==> config.mk <==
export PLATFORM = sky130hd
export DESIGN_NAME = multicycle_control
export DESIGN_NICKNAME = d
export VERILOG_FILES = /design/src/rtl/multicycle_control.sv
export SDC_FILE = /design/constraint.sdc
export NUM_CORES = 1
export LEC_CHECK = 0
export ABC_AREA = 1
export ABC_CLOCK_PERIOD_IN_PS = 1900
export CAP_MARGIN = 20
export CORE_MARGIN = 2
export CORE_UTILIZATION = 51
export CTS_CLUSTER_SIZE = 24
export DETAILED_ROUTE_END_ITERATION = 6
export GPL_ROUTABILITY_DRIVEN = 0
export PLACE_DENSITY_LB_ADDON = 0.12
export SYNTH_ARGS = -nofsm -noshare
export SYNTH_HDL_FRONTEND = slang
export SYNTH_SLANG_ARGS = --single-unit
==> constraint.sdc <==
create_clock -name clk -period 1.9 [get_ports clk]
set_input_delay 0.19 -clock clk [delete_from_list [all_inputs] [get_ports clk]]
set_output_delay 0.19 -clock clk [all_outputs]
set_load 0.01 [all_outputs]
==> src/rtl/multicycle_control.sv <==
// rtl/multicycle_control.sv - main control FSM for the multi-cycle RV64 datapath
module multicycle_control #(
    parameter int CNT_W = 32
) (
    input  logic             clk,
    input  logic             rst_n,
    input  logic [6:0]       opcode,
    input  logic             mem_ready,
    output logic             PCWrite,
    output logic             PCWriteCond,
    output logic             IorD,
    output logic             MemRead,
    output logic             MemWrite,
    output logic             IRWrite,
    output logic             MemtoReg,
    output logic             RegWrite,
    output logic             ALUSrcA,
    output logic [1:0]       ALUSrcB,
    output logic [1:0]       ALUop,
    output logic             PCSource,
    output logic [3:0]       state,
    output logic             illegal,
    output logic [CNT_W-1:0] retired
);

    typedef enum logic [3:0] {
        S_FETCH     = 4'd0,
        S_DECODE    = 4'd1,
        S_MEM_ADDR  = 4'd2,
        S_MEM_READ  = 4'd3,
        S_MEM_WB    = 4'd4,
        S_MEM_WRITE = 4'd5,
        S_EXECUTE   = 4'd6,
        S_ALU_WB    = 4'd7,
        S_BRANCH    = 4'd8,
        S_IMM_EXEC  = 4'd9,
        S_ERROR     = 4'd10
    } state_t;

    localparam logic [6:0] OP_LD   = 7'b0000011;
    localparam logic [6:0] OP_SD   = 7'b0100011;
    localparam logic [6:0] OP_RTYP = 7'b0110011;
    localparam logic [6:0] OP_ITYP = 7'b0010011;
    localparam logic [6:0] OP_BEQ  = 7'b1100011;

    state_t           r_state;
    state_t           w_next;
    logic [6:0]       r_opcode;
    logic             r_illegal;
    logic [CNT_W-1:0] r_retired;
    logic             w_retire;

    always_ff @(posedge clk or negedge rst_n) begin
        if (!rst_n) begin
            r_state   <= S_FETCH;
            r_opcode  <= '0;
            r_illegal <= 1'b0;
            r_retired <= '0;
        end else begin
            r_state <= w_next;
            if (r_state == S_DECODE)
                r_opcode <= opcode;
            if (w_next == S_ERROR)
                r_illegal <= 1'b1;
            if (w_retire)
                r_retired <= r_retired + CNT_W'(1);
        end
    end

    always_comb begin
        w_next      = r_state;
        w_retire    = 1'b0;
        PCWrite     = 1'b0;
        PCWriteCond = 1'b0;
        IorD        = 1'b0;
        MemRead     = 1'b0;
        MemWrite    = 1'b0;
        IRWrite     = 1'b0;
        MemtoReg    = 1'b0;
        RegWrite    = 1'b0;
        ALUSrcA     = 1'b0;
        ALUSrcB     = 2'b00;
        ALUop       = 2'b00;
        PCSource    = 1'b0;
        case (r_state)
            S_FETCH: begin
                MemRead = 1'b1;
                ALUSrcB = 2'b01;
                // Gated by rst_n so the Mealy enables stay low during reset
                IRWrite = mem_ready & rst_n;
                PCWrite = mem_ready & rst_n;
                if (mem_ready)
                    w_next = S_DECODE;
            end
            S_DECODE: begin
                ALUSrcB = 2'b11;
                case (opcode)
                    OP_LD, OP_SD: w_next = S_MEM_ADDR;
                    OP_RTYP:      w_next = S_EXECUTE;
                    OP_ITYP:      w_next = S_IMM_EXEC;
                    OP_BEQ:       w_next = S_BRANCH;
                    default:      w_next = S_ERROR;
                endcase
            end
            S_MEM_ADDR: begin
                ALUSrcA = 1'b1;
                ALUSrcB = 2'b10;
                w_next  = (r_opcode == OP_SD) ? S_MEM_WRITE : S_MEM_READ;
            end
            S_MEM_READ: begin
                MemRead = 1'b1;
                IorD    = 1'b1;
                if (mem_ready)
                    w_next = S_MEM_WB;
            end
            S_MEM_WB: begin
                RegWrite = 1'b1;
                MemtoReg = 1'b1;
                w_next   = S_FETCH;
                w_retire = 1'b1;
            end
            S_MEM_WRITE: begin
                MemWrite = 1'b1;
                IorD     = 1'b1;
                if (mem_ready) begin
                    w_next   = S_FETCH;
                    w_retire = 1'b1;
                end
            end
            S_EXECUTE: begin
                ALUSrcA = 1'b1;
                ALUop   = 2'b10;
                w_next  = S_ALU_WB;
            end
            S_IMM_EXEC: begin
                ALUSrcA = 1'b1;
                ALUSrcB = 2'b10;
                ALUop   = 2'b11;
                w_next  = S_ALU_WB;
            end
            S_ALU_WB: begin
                RegWrite = 1'b1;
                w_next   = S_FETCH;
                w_retire = 1'b1;
            end
            S_BRANCH: begin
                ALUSrcA     = 1'b1;
                ALUop       = 2'b01;
                PCWriteCond = 1'b1;
                PCSource    = 1'b1;
                w_next      = S_FETCH;
                w_retire    = 1'b1;
            end
            S_ERROR: w_next = S_ERROR;
            default: w_next = S_FETCH;
        endcase
    end

    assign state   = r_state;
    assign illegal = r_illegal;
    assign retired = r_retired;

endmodule
---- Word-level counts from Yosys, hierarchy flattened ----
Index checks and enable logic that the tools add are counted.
operators by class
  $add $sub $neg .......................... 1
  equality and inequality tests ........... 17
  mux-type cells .......................... 18
  bitwise gates (word level) .............. 1
  reductions and logical operators ........ 9
operators with widths
  operator                                                               number
  32-bit by 1-bit adder with 32-bit output, second input constant        1
  4-bit case mux with 7 select lines                                     1
  7-bit by 6-bit equality test with 1-bit output, second input constant  3
  4-bit by 3-bit equality test with 1-bit output, second input constant  4
  4-bit equality test, second input constant                             4
  4-bit case mux with 4 select lines                                     1
  4-bit 2-to-1 mux                                                       3
  2-bit case mux with 3 select lines                                     2
  2-bit OR reduction                                                     6
  1-bit 2-to-1 mux                                                       9
  4-bit by 2-bit equality test with 1-bit output, second input constant  2
  7-bit by 2-bit equality test with 1-bit output, second input constant  1
  7-bit by 5-bit equality test with 1-bit output, second input constant  1
  7-bit equality test, second input constant                             1
  4-bit by 1-bit equality test with 1-bit output, second input constant  1
  4-bit zero test                                                        1
  4-bit OR reduction                                                     1
  3-bit 2-to-1 mux                                                       1
  3-bit OR reduction                                                     1
  1-bit case mux with 2 select lines                                     1
  1-bit bitwise AND                                                      1
word-level totals
  register bits ........................... 44
  input port bits ......................... 10
  word-level logic and storage cells ...... 50

---- Depth between registers and ports, before layout ----
  depth in word-level cells ............... 5
  depth in mapped cells ................... 10

---- Worst setup path before layout ----
No wires, ideal clock.
  path type ............................... register to register
  start ................................... register r_retired[0], in the netlist retired[0]
  end ..................................... register r_retired[20], in the netlist retired[20]
  library setup time ...................... 0.117 ns
  data arrival time ....................... 1.380 ns
  slack ................................... 0.404 ns
  stages on the path, launching flop included .. 11
  path buffers ............................ 0
  clock period less this slack ............ 1.496 ns
  cell sequence ........................... dfrtp_1 > ha_1 > nand2_1 > nor2_2 > nand2_1 > nor2_2 > nand2_1 > nor2_1 > nand2_1 > nand2_1 > nand2_1
on the way
  word-level cells in the longest chain between the ends .. 1
RTL lines
  element                                   line  RTL
  start: declaration                        50    logic [CNT_W-1:0] r_retired;
  start signal: assignment                  66    r_retired <= r_retired + CNT_W'(1);
  32-bit by 1-bit adder with 32-bit output  66
No other way between the ends.
A chain may end at the register's enable or synchronous reset.

---- Final worst setup path ----
  start ................................... register r_state[1], in the netlist state[1]
  end ..................................... output MemWrite
on the way
  word-level cells in the longest chain between the ends .. 2
RTL lines
  element                                         line  RTL
  start: declaration                              46    state_t r_state;
  start signal: assignment                        60    r_state <= w_next;
  4-bit by 3-bit equality test with 1-bit output  85    case (r_state)
  1-bit 2-to-1 mux                                85
  end: declaration                                13    output logic MemWrite,
No other way between the ends.

==> run metrics <==
PnR Total Power=3.87 mW; die area=6050 um2; vias in the first global route=2699; Async SR Flop Fraction=100%; top cells by area, synth=dfrtp_1 40%, nand2_1 27%, nor2_1 8.9%; Worst-path clk slew=80 ps; Max-slew headroom=62.3%; WS Path Type=reg2out; vias per cell=5.02; worst-margin pin slew=565 ps; leakage=1.85 nW; antenna violation net count after detailed routing=0; Yosys warnings=0; R2R depth=8; worst-path fanout max=7; Worst Path Arrival=1640 ps; Sink Count=44; largest net degree at the start of global routing=45; status=completed; die width=77.8 um; CTS tree=built; IO Pins=61; worst hold-check path type=in2async; slowest cell delay on critical path=560 ps; syn_area_per_cell=6.41 um2; Crit. End Element=output pin; Setup Skew=6.33 ps; Final WS setup=68.4 ps; Root Buffer=clkbuf_8; clk buf depth=2; number of diodes=0; final number of setup-violating endpoints=0; Iteration-0 DRC Markers=178; Required @ worst endpoint=1710 ps; DRC viols=0; count of cell types in the netlist=27; Netlist Area Pre-Place=2780 um2; Mapped Nets=444; RR Startpoint=state[1]; Main synth FF type=dfrtp_1; initial antenna violation count=0; Worst VDD drop=0.888 mV; layout net count=515; initial core utilization=53.7%; Max Clock Freq=546 MHz; slowest CP cell=clkdlybuf4s50_1; maxcap violations=0; worst-path cell chain=inv_4, nand2_2, nor2_2, clkdlybuf4s50_1; htree depth=2; total CTS buffers=5; power density cells=1040 nW/um2; #FFs+latches synth=44; total iterations of the first detailed-routing run=5; leading area contributor after synthesis=dfrtp_1; # hold bufs at CTS=0; Fillers=420; gr ovfl total=0; Commonest cells post-synth=197 x nand2_1, 66 x nor2_1, 44 x dfrtp_1; most common cell in the netlist=nand2_1; crit start category=register; Synth top area share=39.6%; Slew Limit Fails=0; number of flops mapped to enable cells by yosys=0; Final Hold Fails=0; via count=2886; Avg WL per Cell=12.2 um; PortBufs=60; fin crit share=96.4%; Worst-Skew Late Latency=290 ps; r2r setup slk=220 ps; first-pass GRT wire length=11900 um; RSZ-0062 raised after global routing=false; gr usage total=24.4%; Place WS=122 ps; layout cells sized above 1=8.32%; R2R Path End=retired[12]; CORE AREA=5170 um2; area growth from synthesis to layout=33.2%; post-synthesis cell count=433; Die Y=77.8 um; post-DP HPWL=5270 um; row count=26; Min Clock Period, post-route=1830 ps; DRT Wirelength=7030 um; post-synthesis sequential area ratio=39.6%
[metal layers]
metal | up-vias | global-route usage (%) | wire length [um]
met5 | - | 0 | 0
met4 | 0 | 8.04 | 85
met3 | 8 | 4.30 | 302
met2 | 86 | 44.1 | 3610
met1 | 1324 | 29.3 | 3040
li1 | 1468 | - | -
[logic make-up (layout without fill, tap and decap cells)]
group / count (synthesis) / in the layout / share of synthesized area (%)
xor+xnor: 12 / 12 / 3.78
buf+inv: 52 / 124 / 7.88
fa+ha+maj: 1 / 1 / 0.450
flops: 44 / 44 / 39.6
simple gates: 308 / 308 / 45.2
compound gates: 16 / 16 / 3.02
[through the flow]
| stage | util (%) | setup TNS (ps) | std cells | hold slack (ps) | instance area, um2 |
|---|---|---|---|---|---|
| 2_1_floorplan | - | 0 | 433 | -106 | 2780 |
| 3_3_place_gp | 67.2 | 0 | 562 | 342 | 3480 |
| 3_5_place_dp | 67.2 | 0 | 562 | 346 | 3480 |
| 4_1_cts | 70.0 | -106 | 571 | 20.4 | 3620 |
| 5_1_grt | 71.5 | 0 | 575 | 56.2 | 3700 |
| 6_report | 71.5 | 0 | 575 | 3.62 | 3700 |
[area by class of cell]
| type | instances | area (um2) | share of cell area [%] |
|---|---|---|---|
| well taps | 70 | 87.6 | 2.37 |
| repair buffers | 70 | 718 | 19.4 |
| clock buffers | 7 | 96.3 | 2.60 |
| flip-flops and latches | 44 | 1100 | 29.9 |
| inverters | 46 | 175 | 4.73 |
| clock inverters | 1 | 30.0 | 0.812 |
| multi-input cells | 337 | 1490 | 40.2 |
[critical path, delay by kind of cell (launching register included)]
family / cells / cell delay, ps
DFF: 1 / 460
and+or+nand+nor: 2 / 230
buffers and inverters: 2 / 650
[cell usage in the layout (no fill, tap or decap), types with 2 or more instances in the layout]
cell type | netlist | routed
buf_12 | 0 | 2
nand3b_1 | 3 | 3
nor2_4 | 1 | 3
nor2_1 | 66 | 63
nor3_1 | 3 | 3
nor2_2 | 5 | 6
xnor2_1 | 5 | 5
inv_1 | 41 | 40
clkdlybuf4s50_1 | 0 | 47
a21oi_1 | 3 | 3
nand2_2 | 2 | 3
inv_2 | 4 | 4
o21ai_0 | 8 | 8
dlymetal6s2s_1 | 0 | 10
dlygate4sd2_1 | 0 | 2
dfrtp_1 | 44 | 41
dfrtp_2 | 0 | 3
buf_4 | 4 | 8
clkbuf_8 | 0 | 7
xor2_1 | 7 | 7
o21ai_1 | 3 | 3
nand3_1 | 24 | 23
nand2_1 | 197 | 196
nand4_1 | 4 | 4
[what timing repair did]
action                     4_1_cts  5_1_grt
gates resized for setup          7       18
buffers inserted                 1        4
pin swaps                        0        0
setup endpoints to repair       10       13
[worst max-delay path by stage]
stage	startpoint	endpoint	slack, ps
3_3_place_gp	mem_ready	IRWrite	170
2_1_floorplan	retired[0]	retired[20]	400
4_1_cts	state[2]	RegWrite	-40
5_1_grt	state[1]	MemWrite	10
6_report	state[1]	MemWrite	70
3_5_place_dp	mem_ready	PCWrite	120
[power by group]
| part | switching, mW | total, mW | internal [mW] |
|---|---|---|---|
| sequential | 0.173 | 1.29 | 1.12 |
| clock | 0.316 | 0.780 | 0.464 |
| combinational | 1.02 | 1.80 | 0.777 |
| total | 1.51 | 3.87 | 2.36 |
[state kept, by name, summed over array words and instances (netlist names)]
name	cells
state	4
r_opcode	7
retired	32
illegal	1
Note: power is estimated with default switching activity, not from simulation.
